`src/rtl/membus_arb_pkg.sv`:
```
// Shared types for the Membus arbiter: source tags and sizing limits.
// No logic; imported by the arbiter top and its tag FIFO.
package membus_arb_pkg;

  typedef enum logic {SRC_CPU, SRC_DMA} src_t;

  localparam int MAX_OUT_LIMIT = 8;

endpackage

```
`src/rtl/membus_if.sv`:
```
// Membus request/response bundle; master drives requests, slave drives ready and responses.
// Responses carry no tag, so they must return in issue order.
interface Membus #(
  parameter int AW = 32,
  parameter int DW = 32
);
  logic            valid;
  logic            ready;
  logic [AW-1:0]   addr;
  logic            wen;
  logic [DW-1:0]   wdata;
  logic [DW/8-1:0] wmask;
  logic            rvalid;
  logic [DW-1:0]   rdata;

  modport master (output valid, addr, wen, wdata, wmask, input ready, rvalid, rdata);
  modport slave  (input valid, addr, wen, wdata, wmask, output ready, rvalid, rdata);
endinterface

```
`src/rtl/arb_tag_fifo.sv`:
```
// In-order FIFO of source tags for outstanding requests; registered head, count, full and empty.
// Push is ignored when full and pop when empty; simultaneous push/pop keeps the count.
module arb_tag_fifo
  import membus_arb_pkg::*;
#(
  parameter int DEPTH = 2
) (
  input  logic                       clk,
  input  logic                       rst,
  input  logic                       push,
  input  src_t                       din,
  input  logic                       pop,
  output src_t                       head,
  output logic                       full,
  output logic                       empty,
  output logic [$clog2(DEPTH+1)-1:0] count
);
  localparam int PW = (DEPTH > 1) ? $clog2(DEPTH) : 1;
  localparam int CW = $clog2(DEPTH + 1);
  localparam logic [PW-1:0] LAST = PW'(DEPTH - 1);
  localparam logic [CW-1:0] FULL_CNT = CW'(DEPTH);

  src_t          mem [DEPTH];
  logic [PW-1:0] wr_ptr;
  logic [PW-1:0] rd_ptr;
  logic          do_push;
  logic          do_pop;

  assign full    = (count == FULL_CNT);
  assign empty   = (count == '0);
  assign do_push = push & ~full;
  assign do_pop  = pop & ~empty;
  assign head    = mem[rd_ptr];

  always_ff @(posedge clk) begin
    if (do_push) mem[wr_ptr] <= din;
  end

  // Pointers wrap at DEPTH, which need not be a power of two.
  always_ff @(posedge clk or posedge rst) begin
    if (rst) begin
      wr_ptr <= '0;
      rd_ptr <= '0;
      count  <= '0;
    end else begin
      if (do_push) wr_ptr <= (wr_ptr == LAST) ? '0 : wr_ptr + 1'b1;
      if (do_pop)  rd_ptr <= (rd_ptr == LAST) ? '0 : rd_ptr + 1'b1;
      if (do_push && !do_pop)      count <= count + 1'b1;
      else if (do_pop && !do_push) count <= count - 1'b1;
    end
  end

endmodule

```
`src/rtl/membus_arbiter_pipe.sv`:
```
// CPU/DMA Membus arbiter, fixed CPU priority, up to MAX_OUT requests in flight; ARB_STARVE_GUARD_EN adds a DMA starvation guard.
// Zero-latency grant and response routing; issue stalls while the tag FIFO is full, and a backpressured source stays locked until it fires.
module membus_arbiter_pipe
  import membus_arb_pkg::*;
#(
  parameter int MAX_OUT      = 2,
  parameter int STARVE_LIMIT = 8
) (
  input  logic  clk,
  input  logic  rst,
  Membus.slave  cpu,
  Membus.slave  dma,
  Membus.master out,
  output logic  spurious
);
  localparam int CW = $clog2(MAX_OUT + 1);

  logic          lock;
  src_t          lock_src;
  src_t          sel_src;
  logic          sel_vld;
  logic          dma_pri;
  logic          issue_ok;
  logic          fire;
  logic          pop;
  logic          full;
  logic          empty;
  src_t          head;
  logic [CW-1:0] tag_count;

`ifdef ARB_STARVE_GUARD_EN
  localparam int SW = $clog2(STARVE_LIMIT + 1);
  localparam logic [SW-1:0] STARVE_MAX = SW'(STARVE_LIMIT);

  logic [SW-1:0] starve_cnt;

  always_ff @(posedge clk or posedge rst) begin
    if (rst)                                   starve_cnt <= '0;
    else if (fire && sel_src == SRC_DMA)       starve_cnt <= '0;
    else if (dma.valid && starve_cnt != STARVE_MAX) starve_cnt <= starve_cnt + 1'b1;
  end

  assign dma_pri = (starve_cnt == STARVE_MAX);
`else
  logic unused_starve_limit;
  assign unused_starve_limit = ^STARVE_LIMIT;
  assign dma_pri = 1'b0;
`endif

  always_comb begin
    sel_src = SRC_CPU;
    if (lock)                                   sel_src = lock_src;
    else if (dma.valid && (dma_pri || !cpu.valid)) sel_src = SRC_DMA;
    sel_vld = (sel_src == SRC_DMA) ? dma.valid : cpu.valid;
  end

  // Full is taken from the registered count, so a same-cycle pop cannot open issue.
  assign issue_ok = sel_vld & ~full & ~rst;
  assign fire     = issue_ok & out.ready;
  assign pop      = out.rvalid & ~empty & ~rst;

  always_comb begin
    out.valid = issue_ok;
    out.addr  = '0;
    out.wen   = 1'b0;
    out.wdata = '0;
    out.wmask = '0;
    cpu.ready = 1'b0;
    dma.ready = 1'b0;
    if (sel_vld && sel_src == SRC_CPU) begin
      out.addr  = cpu.addr;
      out.wen   = cpu.wen;
      out.wdata = cpu.wdata;
      out.wmask = cpu.wmask;
      cpu.ready = issue_ok & out.ready;
    end else if (sel_vld) begin
      out.addr  = dma.addr;
      out.wen   = dma.wen;
      out.wdata = dma.wdata;
      out.wmask = dma.wmask;
      dma.ready = issue_ok & out.ready;
    end
  end

  always_comb begin
    cpu.rvalid = pop & (head == SRC_CPU);
    dma.rvalid = pop & (head == SRC_DMA);
    cpu.rdata  = (pop && head == SRC_CPU) ? out.rdata : '0;
    dma.rdata  = (pop && head == SRC_DMA) ? out.rdata : '0;
  end

  always_ff @(posedge clk or posedge rst) begin
    if (rst) begin
      lock     <= 1'b0;
      lock_src <= SRC_CPU;
    end else if (fire) begin
      lock     <= 1'b0;
    end else if (issue_ok && !out.ready) begin
      lock     <= 1'b1;
      lock_src <= sel_src;
    end
  end

  always_ff @(posedge clk or posedge rst) begin
    if (rst)                             spurious <= 1'b0;
    else if (out.rvalid && tag_count == '0) spurious <= 1'b1;
  end

  arb_tag_fifo #(
    .DEPTH (MAX_OUT)
  ) u_tags (
    .clk   (clk),
    .rst   (rst),
    .push  (fire),
    .din   (sel_src),
    .pop   (pop),
    .head  (head),
    .full  (full),
    .empty (empty),
    .count (tag_count)
  );

endmodule

```
`src/flat_wrapper.sv`:
```
// flat-port wrapper written by rule: the top's interface ports become plain ports
module membus_arbiter_pipe_flat import membus_arb_pkg::*;
#(
  parameter int MAX_OUT      = 2,
  parameter int STARVE_LIMIT = 8
)
  (clk, rst, spurious, cpu_valid, cpu_addr, cpu_wen, cpu_wdata, cpu_wmask, cpu_ready, cpu_rvalid, cpu_rdata, dma_valid, dma_addr, dma_wen, dma_wdata, dma_wmask, dma_ready, dma_rvalid, dma_rdata, out_valid, out_addr, out_wen, out_wdata, out_wmask, out_ready, out_rvalid, out_rdata);
  Membus cpu_i ();
  Membus dma_i ();
  Membus out_i ();
  input  logic clk;
  input  logic rst;
  output logic spurious;
  input wire logic [$bits(cpu_i.valid)-1:0] cpu_valid;
  input wire logic [$bits(cpu_i.addr)-1:0] cpu_addr;
  input wire logic [$bits(cpu_i.wen)-1:0] cpu_wen;
  input wire logic [$bits(cpu_i.wdata)-1:0] cpu_wdata;
  input wire logic [$bits(cpu_i.wmask)-1:0] cpu_wmask;
  output wire logic [$bits(cpu_i.ready)-1:0] cpu_ready;
  output wire logic [$bits(cpu_i.rvalid)-1:0] cpu_rvalid;
  output wire logic [$bits(cpu_i.rdata)-1:0] cpu_rdata;
  input wire logic [$bits(dma_i.valid)-1:0] dma_valid;
  input wire logic [$bits(dma_i.addr)-1:0] dma_addr;
  input wire logic [$bits(dma_i.wen)-1:0] dma_wen;
  input wire logic [$bits(dma_i.wdata)-1:0] dma_wdata;
  input wire logic [$bits(dma_i.wmask)-1:0] dma_wmask;
  output wire logic [$bits(dma_i.ready)-1:0] dma_ready;
  output wire logic [$bits(dma_i.rvalid)-1:0] dma_rvalid;
  output wire logic [$bits(dma_i.rdata)-1:0] dma_rdata;
  output wire logic [$bits(out_i.valid)-1:0] out_valid;
  output wire logic [$bits(out_i.addr)-1:0] out_addr;
  output wire logic [$bits(out_i.wen)-1:0] out_wen;
  output wire logic [$bits(out_i.wdata)-1:0] out_wdata;
  output wire logic [$bits(out_i.wmask)-1:0] out_wmask;
  input wire logic [$bits(out_i.ready)-1:0] out_ready;
  input wire logic [$bits(out_i.rvalid)-1:0] out_rvalid;
  input wire logic [$bits(out_i.rdata)-1:0] out_rdata;
  assign cpu_i.valid = cpu_valid;
  assign cpu_i.addr = cpu_addr;
  assign cpu_i.wen = cpu_wen;
  assign cpu_i.wdata = cpu_wdata;
  assign cpu_i.wmask = cpu_wmask;
  assign cpu_ready = cpu_i.ready;
  assign cpu_rvalid = cpu_i.rvalid;
  assign cpu_rdata = cpu_i.rdata;
  assign dma_i.valid = dma_valid;
  assign dma_i.addr = dma_addr;
  assign dma_i.wen = dma_wen;
  assign dma_i.wdata = dma_wdata;
  assign dma_i.wmask = dma_wmask;
  assign dma_ready = dma_i.ready;
  assign dma_rvalid = dma_i.rvalid;
  assign dma_rdata = dma_i.rdata;
  assign out_valid = out_i.valid;
  assign out_addr = out_i.addr;
  assign out_wen = out_i.wen;
  assign out_wdata = out_i.wdata;
  assign out_wmask = out_i.wmask;
  assign out_i.ready = out_ready;
  assign out_i.rvalid = out_rvalid;
  assign out_i.rdata = out_rdata;
  membus_arbiter_pipe #(.MAX_OUT(MAX_OUT), .STARVE_LIMIT(STARVE_LIMIT)) u_core (.clk(clk), .rst(rst), .cpu(cpu_i), .dma(dma_i), .out(out_i), .spurious(spurious));
endmodule
```
`config.mk`:
```
export PLATFORM = sky130hd
export DESIGN_NAME = membus_arbiter_pipe_flat
export DESIGN_NICKNAME = d
export VERILOG_FILES = /design/src/rtl/membus_arb_pkg.sv /design/src/rtl/membus_if.sv /design/src/rtl/arb_tag_fifo.sv /design/src/rtl/membus_arbiter_pipe.sv /design/src/flat_wrapper.sv
export SDC_FILE = /design/constraint.sdc
export NUM_CORES = 1
export LEC_CHECK = 0
export CORE_AREA = 2 2 121 123
export DETAILED_ROUTE_END_ITERATION = 10
export DIE_AREA = 0 0 123 125
export MAX_ROUTING_LAYER = met4
export PLACE_DENSITY_LB_ADDON = 0.05
export SLEW_MARGIN = 30
export SYNTH_ARGS = -nofsm -noshare
export SYNTH_HDL_FRONTEND = slang
export SYNTH_HIERARCHICAL = 1
export SYNTH_SLANG_ARGS = --single-unit
```
`constraint.sdc`:
```
create_clock -name clk -period 2.25 [get_ports clk]
set_clock_uncertainty 0.2 [all_clocks]
set_input_delay 0.45 -clock clk [delete_from_list [all_inputs] [get_ports clk]]
set_output_delay 0.45 -clock clk [all_outputs]
set_load 0.02 [all_outputs]
```
==> results of run 1 <==
-- metrics by stage --
step	cell area, µm²	hold WS [ns]	TNS, ns	setup slack [ns]	std cells
after floorplan	1639	0.003644	0	0.01328	209
after global placement	5131	0.2436	-100.47	-0.9039	708
after detailed placement	5131	0.2486	-98.63	-0.9032	708
after CTS	5954	0.04177	-16.47	-0.2436	754
after global routing	6299	0.06002	-24.22	-0.2801	750
-- cells by family after synthesis --
| family | synth area share (%) |
|---|---|
| simple gates | 31.29 |
| compound gates | 41.41 |
| mux | 1.304 |
| flops | 14.42 |
| xor+xnor | 2.685 |
| buf+inv | 8.128 |
| fa+ha+maj | 0.7667 |
-- routing by layer --
layer	GRT usage, %
met1	18.36
met4	2.741
met3	4.334
met5	-
met2	35.85
-- repair_timing --
item | CTS | global route
gates cloned | 12 | 4
endpoints found under the setup margin | 141 | 140
pin swaps | 69 | 44
gates resized for setup | 766 | 146
setup buffers | 30 | 2
-- Yosys cell counts (all sizes together) --
library cell | count | area [µm²]
a2111o | 1 | 11.26
a211oi | 1 | 7.510
a21boi | 1 | 11.26
a21o | 1 | 7.510
a22o | 69 | 604.3
and2 | 34 | 212.7
and2b | 1 | 7.510
and3 | 33 | 206.5
buf | 9 | 53.80
clkbuf | 15 | 56.30
dfrtp | 7 | 175.2
edfxtp | 2 | 60.06
ha | 1 | 12.51
inv | 6 | 22.52
mux2 | 1 | 11.26
mux2i | 1 | 10.01
nand2 | 2 | 7.510
nand2b | 2 | 12.51
nor2 | 7 | 26.28
nor2b | 1 | 6.260
nor3b | 1 | 12.51
o21a | 1 | 7.510
o21ai | 2 | 10.00
o31ai | 1 | 7.510
o41ai | 1 | 8.760
or2 | 3 | 18.77
xnor2 | 3 | 26.28
xor2 | 2 | 17.52
==> results.md, run 1 <==
* First-pass GRT wire length at 20.53 mm
* Global placer's final weighted congestion at about 0.83
* HPWL Detailed at 10.95 mm
* Worst endpoint type: top-level output
* Number of global-route vias before repair at 3,323
* Total grt overflow at 0
* Post-GRT worst EP: out_addr[18]
* Largest net degree at the start of global routing at 34
* Gr usage total at between 15 and 20%
* Mapped Cells at roughly 210
* Count of cell types in the netlist at 32
* Synth warn at 6
* Post-synthesis sequential area ratio at ~14%
* Core Rows at between 40 and 50
* CTS Hold Bufs at 0
* Last step reached: 5_2_route
* Status: aborted with a tool error
* Seq cells post-synth at 9
* H-tree levels at 1
* Synthesized area at 0.001632 mm²
* CTS Sinks at 9
* Error message: [ERROR DRT-0255] Maze Route cannot find path of net clk in worker of routeBox ( 96600 0 ) ( 123000 48300 ).
* Number of I/O port buffers at between 300 and 400
* Boundary pin count at 315
* Initial antenna violation count at 0
* Die X at 123 µm
* Initial core utilization at 11.49%
* Synthesized Nets at 386
* Deepest clock path buffer count at 2
* Syn avg cell area at 7.807 µm²
* Root cell of the clock tree: clkbuf_16
* DIE HEIGHT at 125 µm
* Total CTS buffers at 3
==> run 2: changes to the inputs <==
MAX_ROUTING_LAYER = default   (was met4)
PLACE_DENSITY_LB_ADDON = 0.15   (was 0.05)
clock period = 2.9 ns   (was 2.25 ns; I/O delays follow)
==> results.md, run 2 <==
* Synthesized Nets at 386
* R2R depth at 12
* Detail Route met3 WL at 1.419 mm
* Synthesized area at 0.001632 mm²
* First-pass GRT wire length at around 17 mm
* Final Net Count at 712
* # DRC at 0
* Number of I/O port buffers at roughly 310
* Commonest non-fill, non-tap cell in the layout: clkdlybuf4s50_1
* # diodes at 0
* Post-synthesis sequential area ratio at 14.42%
* Fin cells at 718
* Area occupied by multi-input gates at about 0.0013 mm²
* Synth cell count leaders: a22o_1 (69), and2_1 (34), and3_1 (33)
* Rel. slew slack at just over 80%
* Slew Limit Fails at 0
* Reg-to-reg endpoint: u_core/u_tags/count[1]
* Top Registers: u_core/u_tags/count: 2 flops, u_core/u_tags/mem: 2 flops
* Share of flip-flops with an asynchronous set or reset at about 80%
* Core Rows at 44
* Most frequent cell after synthesis: a22o_1
* Top cell type's share of synthesized area at 37.04%
* Leak at 2.516 nW
* CP required at between 2 and 2.5 ns
* Final worst slack at 0.1043 ns
* Final min period at 2.796 ns
* Top FF cell, synth: dfrtp_1
* First-pass DRT Iterations at 4
* Root cell of the clock tree: clkbuf_16
* Slew @ Worst Pin at 0.2808 ns
* Max frequency at roughly 360 MHz
* Vias post-DR at 2,989
* Worst reg-to-reg setup slack at slightly above 0.5 ns
* Die X at about 120 µm
* Wl on met1 at 4.224 mm
* DP Cell Count at 704
* H-tree levels at 1
* Hold crit path type: in2async
* Final Hold Viols at 0
* HPWL Detailed at around 10 mm
* Clock latency at the later pin of the worst-skew pair at 0.23 ns
* Number of global-route vias before repair at 3,002
* Number of vias per cell at between 4 and 5
* DR top layer: met4
* Fill cells at 1,533
* Crit Path Category: in2out
* Met2 wire length at about 6.5 mm
* Status: completed
* Initial core utilization at between 10% and 20%
* Synth warn at 6
* Mapped Cells at roughly 210
* Crit path capture type: primary output
* Worst slack at placement at -0.4735 ns
* Critical Path Fanout Max at 20
* Critical Path Start Type: primary input
* PwrDens at 528.9 mW/mm²
* Total grt overflow at 0
* Crit path DAT at around 2.0 ns
* Initial drt markers at 38
* Core Region at 0.01420 mm²
* Die area at 0.01538 mm²
* Final ANT Viol Nets at 0
* Period utilization at 96.40%
* Total CTS buffers at 3
* Reg2reg start: u_core/u_tags/count[1]
* Area leader, netlist: a22o_1
* Utilization after layout at between 30% and 40%
* Area Growth Syn to Fin at 213.7%
* Share of layout cells above drive strength 1 at 30.90%
* Commonest cells after routing, fill and taps aside: clkdlybuf4s50_1 (172), buf_2 (66), a22o_1 (65)
* Count of cell types in the netlist at 32
* Total Routed Length at 12.63 mm
* Max-Cap Viols at 0
* Syn avg cell area at a little under 8 µm²
* WL per Instance at approximately 18 µm
* CP startpoint: cpu_valid
* Initial antenna violation count at 0
* Max IR drop VDD at 0.2016 mV
* RSZ-0062 raised after global routing: false
* Critical Path End: out_wdata[9]
* Boundary pin count at 315
* DIE HEIGHT at 125 µm
* Post-synth EDFFs at 2
* Largest net degree at the start of global routing at 34
* CTS Sinks at 9
* Gr usage total at 14.82%
* Deepest clock path buffer count at 2
* CTS tree: built
* Total area of sequential cells at 235.2 µm²
* Area contributors post-synth: a22o_1 (37%), and2_1 (13%), and3_1 (13%), dfrtp_1 (11%), edfxtp_1 (3.7%)
* Global placer's final weighted congestion at roughly 0.86
* Setup violators final at 0
* Clk pin slew, worst setup/hold paths at 0.04 ns
* Seq cells post-synth at 9
run 2: power by group:
group | switching [W] | leakage [nW] | internal, W
combinational | 0.00113 | 2.38 | 0.00112
clock | 0.0000597 | 0.0382 | 0.000184
sequential | 0.0000295 | 0.0977 | 0.000180
total | 0.00122 | 2.52 | 0.00148
run 2: repair_timing:
item / 4_1_cts / 5_1_grt
hold buffers: 0 / 0
gates resized for setup: 427 / 33
endpoints found under the hold margin: 0 / 0
setup buffers: 4 / 0
cloned: 3 / 3
pin swaps: 4 / 2
endpoints found under the setup margin: 132 / 89
run 2: cells by family after synthesis:
family | synth area share, %
compound gates | 41.41
xor+xnor | 2.685
fa+ha+maj | 0.7667
buf+inv | 8.128
flops | 14.42
mux | 1.304
simple gates | 31.29
run 2: stage by stage:
step	instance area [µm²]	TNS [ns]	hold slack (ns)	power, W
after floorplan	1632	0	0.1336	0.001286
after global placement	5146	-46.24	0.2430	0.002515
after detailed placement	5146	-48.96	0.2516	0.002520
after CTS	5129	0	0.2602	0.002734
after global routing	5119	0	0.2131	0.002863
final	5119	0	0.1937	0.002707
run 2: worst min-delay path by stage:
stage,startpoint,end,cells past startpoint
floorplan,rst,u_core/lock,1
global route,rst,u_core/spurious,3
global placement,u_core/spurious,u_core/spurious,1
CTS,u_core/spurious,u_core/spurious,1
detailed placement,u_core/spurious,u_core/spurious,1
finish,rst,u_core/spurious,3
run 2: cell type report:
cell class,instances,share of cell area (%)
repair buffers,345,63.16
multi-input cells,170,25.76
flip-flops and latches,9,4.595
well taps,184,4.498
clock buffers,4,1.540
inverters,6,0.4400
run 2: layer usage:
metal  global-route usage (%)  up-vias
met5                        0        -
met4                    6.417        0
met3                    5.520       20
met2                    28.50      182
met1                    13.54     1339
li1                         -     1448
run 2: critical path, stage by stage:
cell and delay, ns:
dlygate4sd2_1 0.27, or2_1 0.27, a21boi_4 0.16, buf_12 0.13
buf_12 0.15, a22o_1 0.15, clkdlybuf4s15_1 0.30
Power figures use the tool's default switching activity.
